===== src/rtl/usr_pkg.sv =====
// Shared types for the universal shift register: operation encoding,
// burst FSM states and the shift-mode classifier.
package usr_pkg;

    typedef enum logic [2:0] {
        M_HOLD  = 3'd0,
        M_LOAD  = 3'd1,
        M_SHL   = 3'd2,
        M_SHR   = 3'd3,
        M_ROL   = 3'd4,
        M_ROR   = 3'd5,
        M_ASR   = 3'd6,
        M_CLEAR = 3'd7
    } mode_t;

    typedef enum logic {
        IDLE = 1'b0,
        RUN  = 1'b1
    } state_t;

    // Only shift/rotate modes can be repeated as a burst.
    function automatic logic is_shift(input mode_t m);
        return (m == M_SHL) || (m == M_SHR) || (m == M_ROL) ||
               (m == M_ROR) || (m == M_ASR);
    endfunction

endpackage


===== src/rtl/usr_burst_ctrl.sv =====
// Burst controller: decides which op the datapath applies on each edge and
// whether it applies one at all. Owns the IDLE/RUN FSM, remaining count and
// latched burst op, plus busy/done generation.
module usr_burst_ctrl
    import usr_pkg::*;
#(
    parameter int CNT_W = 4
) (
    input  logic             clk,
    input  logic             rst,
    input  logic             en,
    input  mode_t            mode,
    input  logic             start,
    input  logic [CNT_W-1:0] shift_cnt,
    output mode_t            op_eff,
    output logic             step,
    output logic             busy,
    output logic             done
);

    state_t           state, state_n;
    logic [CNT_W-1:0] rem, rem_n;
    mode_t            op_q, op_n;
    logic             done_n;

    // State, count and latched op; done is cleared every edge so it pulses.
    always_ff @(posedge clk or posedge rst) begin
        if (rst) begin
            state <= IDLE;
            rem   <= '0;
            op_q  <= M_HOLD;
            done  <= 1'b0;
        end else begin
            state <= state_n;
            rem   <= rem_n;
            op_q  <= op_n;
            done  <= done_n;
        end
    end

    // Next state and datapath strobe; RUN ignores mode/start entirely.
    always_comb begin
        state_n = state;
        rem_n   = rem;
        op_n    = op_q;
        done_n  = 1'b0;
        step    = 1'b0;
        op_eff  = mode;
        case (state)
            IDLE: begin
                if (en) begin
                    if (start && is_shift(mode)) begin
                        // Accept edge: latch only, q does not move yet.
                        op_n  = mode;
                        rem_n = shift_cnt;
                        if (shift_cnt != '0) state_n = RUN;
                        else                 done_n  = 1'b1;
                    end else begin
                        step = 1'b1;
                    end
                end
            end
            RUN: begin
                op_eff = op_q;
                if (en) begin
                    step  = 1'b1;
                    rem_n = rem - CNT_W'(1);
                    if (rem == CNT_W'(1)) begin
                        state_n = IDLE;
                        done_n  = 1'b1;
                    end
                end
            end
            default: state_n = IDLE;
        endcase
    end

    assign busy = (state == RUN);

endmodule


===== src/rtl/universal_shift_reg.sv =====
// Universal shift register: WIDTH-bit storage with load/clear/shift/rotate
// single steps and a counted burst of one shift op under start/busy/done.
module universal_shift_reg
    import usr_pkg::*;
#(
    parameter int WIDTH = 8,
    parameter int CNT_W = 4
) (
    input  logic             clk,
    input  logic             rst,
    input  logic             en,
    input  logic [2:0]       mode,
    input  logic [WIDTH-1:0] d,
    input  logic             sin_l,
    input  logic             sin_r,
    input  logic             start,
    input  logic [CNT_W-1:0] shift_cnt,
    output logic [WIDTH-1:0] q,
    output logic             sout_l,
    output logic             sout_r,
    output logic             busy,
    output logic             done
);

    mode_t            op_eff;
    logic             step;
    logic [WIDTH-1:0] q_next;

    usr_burst_ctrl #(.CNT_W(CNT_W)) u_ctrl (
        .clk       (clk),
        .rst       (rst),
        .en        (en),
        .mode      (mode_t'(mode)),
        .start     (start),
        .shift_cnt (shift_cnt),
        .op_eff    (op_eff),
        .step      (step),
        .busy      (busy),
        .done      (done)
    );

    // Next-value mux; serial inputs are taken live on every shift edge.
    always_comb begin
        q_next = q;
        case (op_eff)
            M_HOLD:  q_next = q;
            M_LOAD:  q_next = d;
            M_SHL:   q_next = {q[WIDTH-2:0], sin_r};
            M_SHR:   q_next = {sin_l, q[WIDTH-1:1]};
            M_ROL:   q_next = {q[WIDTH-2:0], q[WIDTH-1]};
            M_ROR:   q_next = {q[0], q[WIDTH-1:1]};
            M_ASR:   q_next = {q[WIDTH-1], q[WIDTH-1:1]};
            M_CLEAR: q_next = '0;
            default: q_next = q;
        endcase
    end

    // Storage register, updated only on strobed edges.
    always_ff @(posedge clk or posedge rst) begin
        if (rst)       q <= '0;
        else if (step) q <= q_next;
    end

    assign sout_l = q[WIDTH-1];
    assign sout_r = q[0];

endmodule

===== config.mk =====
export PLATFORM = sky130hd
export DESIGN_NAME = universal_shift_reg
export DESIGN_NICKNAME = d
export VERILOG_FILES = /design/src/rtl/usr_pkg.sv /design/src/rtl/usr_burst_ctrl.sv /design/src/rtl/universal_shift_reg.sv
export SDC_FILE = /design/constraint.sdc
export NUM_CORES = 1
export LEC_CHECK = 0
export ABC_AREA = 1
export BUFFER_PORTS_ARGS = -buffer_cell sky130_fd_sc_hd__buf_2
export CAP_MARGIN = 5
export CELL_PAD_IN_SITES_DETAIL_PLACEMENT = 0
export CELL_PAD_IN_SITES_GLOBAL_PLACEMENT = 1
export CORE_UTILIZATION = 32
export CTS_CLUSTER_DIAMETER = 120
export DETAILED_ROUTE_END_ITERATION = 12
export PLACE_DENSITY_LB_ADDON = 0.25
export SLEW_MARGIN = 5
export SYNTH_ARGS = -nofsm -noshare
export SYNTH_HDL_FRONTEND = slang
export SYNTH_SLANG_ARGS = --single-unit

===== constraint.sdc =====
create_clock -name clk -period 1.5 [get_ports clk]
set_input_delay 0.15 -clock clk [delete_from_list [all_inputs] [get_ports clk]]
set_output_delay 0.15 -clock clk [all_outputs]
set_load 0.01 [all_outputs]

==> results.json <==
{
  "gp_congestion": 0.725,
  "r2r_start": "u_ctrl.busy",
  "grt_pass1_vias": 1214,
  "grt_max_degree": 18,
  "synth-edff-count": 0,
  "fin_cells": 262,
  "path_depth": 9,
  "hpwl_um": 2290,
  "min_period_over_period": 0.957,
  "dp_cells": 254,
  "cp_data_required_time_ns": 1.65,
  "wl_um": 3020,
  "grt_first_pass_wirelength_um": 5220,
  "antenna_cells": 0,
  "netlist_top_cells_area": "dfrtp_1 (35%), nand2_1 (20%), nor2_1 (5.9%)",
  "synthToLayoutAreaGrowth_pct": 25.2,
  "max_stage_delay_ns": 0.45,
  "h-tree-depth": 1,
  "run_status": "finished clean",
  "worstMarginPinSlew_ns": 0.306,
  "fillCellCount": 395,
  "vias": 1241,
  "power.density_nw_per_um2": 2130,
  "io_buffers": 32,
  "synth_area_um2": 1210,
  "setup_slack_ns": 0.0648,
  "setup_viol": 0,
  "r2r_slack_ns": 0.06,
  "crit_type": "reg -> reg",
  "synth_flop_cell": "dfrtp_1",
  "coreArea_um2": 3470,
  "synthMostInstantiatedCell": "nand2_1",
  "synth.avg_cell_area_um2": 6.87,
  "grt_antenna_before_repair": 0,
  "end_kind": "flop",
  "synth_cell_type_count": 24,
  "fin_area_um2": 1520,
  "post-route-min-period_ns": 1.44,
  "cap_violations": 0,
  "yosysSeqAreaShare": 0.352,
  "pin_count": 33,
  "hold_path_class": "in -> reg",
  "row_count": 21,
  "max-slew-margin-rel": 0.795,
  "holdWs_ns": 0.176,
  "finClkSkew_ns": 0.00145,
  "synth_nets": 199,
  "crit_top_cell": "nand2_1",
  "wl_per_cell_um": 11.5,
  "drt_pass1_iterations": 4,
  "ir_worst_vdd_uv": 642,
  "first_iter_violations": 48,
  "cts_root_buf": "clkbuf_8",
  "numCtsBuffers": 3,
  "p_total_mw": 3.23,
  "clk_path_buf_depth": 2,
  "crit_chain": "buf_4 > nand2_1 > nand2_1 > nand3_1 > nand2_4 > a21oi_1 > nand2_1 > nand2_1 > nand2_1",
  "ant_nets": 0,
  "overflow": 0,
  "hold_viol": 0,
  "place_area_um2": 1420,
  "numClockSinks": 17,
  "cpLargestDelayFamily": "simple AND/OR/NAND/NOR gates",
  "dieArea_um2": 4030,
  "post-route-util": 0.437,
  "power.leakage_nw": 0.848,
  "start_kind": "flop",
  "max_freq_ghz": 0.697,
  "viasPerCell": 4.74,
  "synth_seq_cells": 17,
  "synth_top_cell_by_area": "dfrtp_1",
  "drv_slew": 0,
  "ys_warn_count": 0,
  "tns_ns": 0,
  "clk_pin_slew_worst_paths_ns": 0.07,
  "critical-path-slowest-cell": "dfrtp_2",
  "clk_latency_ns": 0.25,
  "cts_tree": "yes",
  "finalNetCount": 240,
  "crit_buf_inv": 1,
  "die_h_um": 63.5,
  "grtUsageTotal": 0.162,
  "place_ws_ns": 0.0316,
  "synthArstFlopShare": 1.00,
  "ff2ff_path_depth": 9,
  "synthCells": 176,
  "drive_gt1_frac": 0.292,
  "yosysTopAreaCellShare": 0.352,
  "timing.rr.end": "q[1]",
  "arrival_ns": 1.59,
  "die_width_um": 63.5,
  "crit_end": "q[1]",
  "drc": 0,
  "startpoint": "u_ctrl.busy",
  "start_util": 0.349,
  "synth_top_cells_by_count": "nand2_1 (63), nor2_1 (19), dfrtp_1 (17)",
  "rsz0062_at_grt": "true",
  "crit_fanout": 7
}
## kinds of logic after synthesis
family                   Yosys count  synth area share
AND/OR/NAND/NOR                  112             0.431
buffers and inverters             23            0.0962
AO/OA/AOI/OAI                     22             0.100
flip-flops                        17             0.352
adder cells (fa/ha/maj)            2            0.0207
## how the worst min path moves through the flow
stage / startpoint / endpoint / slack [ns] / cells past startpoint
finish: shift_cnt[1] / u_ctrl.rem[1] / 0.18 / 3
global route: shift_cnt[1] / u_ctrl.rem[1] / 0.20 / 3
CTS: shift_cnt[1] / u_ctrl.rem[1] / 0.18 / 3
detailed placement: rst / q[6] / 0.18 / 3
global placement: rst / q[6] / 0.18 / 3
floorplan: rst / q[0] / 0.08 / 1
## layout by cell type (no fill, tap or decap), types with 2 or more instances in the layout
| cell | Yosys | routed |
|---|---|---|
| dfrtp_1 | 17 | 16 |
| buf_4 | 2 | 8 |
| buf_2 | 0 | 32 |
| nor2_1 | 19 | 19 |
| ha_1 | 2 | 2 |
| nand3_1 | 11 | 10 |
| nand2_1 | 63 | 63 |
| o21ai_0 | 11 | 11 |
| nand2_4 | 4 | 5 |
| nand4_1 | 4 | 4 |
| clkbuf_8 | 0 | 3 |
| nand2_2 | 5 | 4 |
| o211ai_1 | 2 | 2 |
| nand3_2 | 1 | 2 |
| a21oi_2 | 0 | 2 |
| inv_1 | 15 | 15 |
| a21oi_1 | 6 | 4 |
| inv_2 | 3 | 2 |
## flip-flops by register name, summed over array words and instances (netlist names)
name         flops
q                8
u_ctrl.op_q      3
u_ctrl.done      1
u_ctrl.rem       4
u_ctrl.busy      1
## layer usage
metal | wire length, um | vias to the layer above | share of wire | GRT usage
li1 | - | 635 | - | -
met1 | 1410 | 577 | 0.47 | 0.202
met2 | 1450 | 23 | 0.48 | 0.274
met3 | 115 | 6 | 0.038 | 0.0362
met4 | 44 | 0 | 0.015 | 0.0511
met5 | 0 | - | 0 | 0
## report_power, final
part	total (mW)	switching, mW	internal [mW]
combinational	2.00	1.24	0.762
clock	0.352	0.164	0.189
sequential	0.873	0.202	0.671
## final cells by class
class | count | area (um2) | share of cell area
clock buffers | 4 | 45.0 | 0.0297
flip-flops and latches | 17 | 427 | 0.282
repair buffers | 41 | 230 | 0.152
inverters | 18 | 70.1 | 0.0462
multi-input cells | 136 | 686 | 0.453
well taps | 46 | 57.6 | 0.0380
## worst min-delay path, cell delays in order
cell and delay (ns):
buf_2 0.09, o211ai_1 0.08, o21ai_0 0.07
## repair_timing
| item | CTS | global route |
|---|---|---|
| setup buffers | 0 | 3 |
| hold buffers | 1 | 0 |
| resized for setup | 0 | 6 |
| endpoints found under the hold margin | 17 | 0 |
| setup endpoints to repair | 0 | 12 |
(Power assumes the default switching activity.)
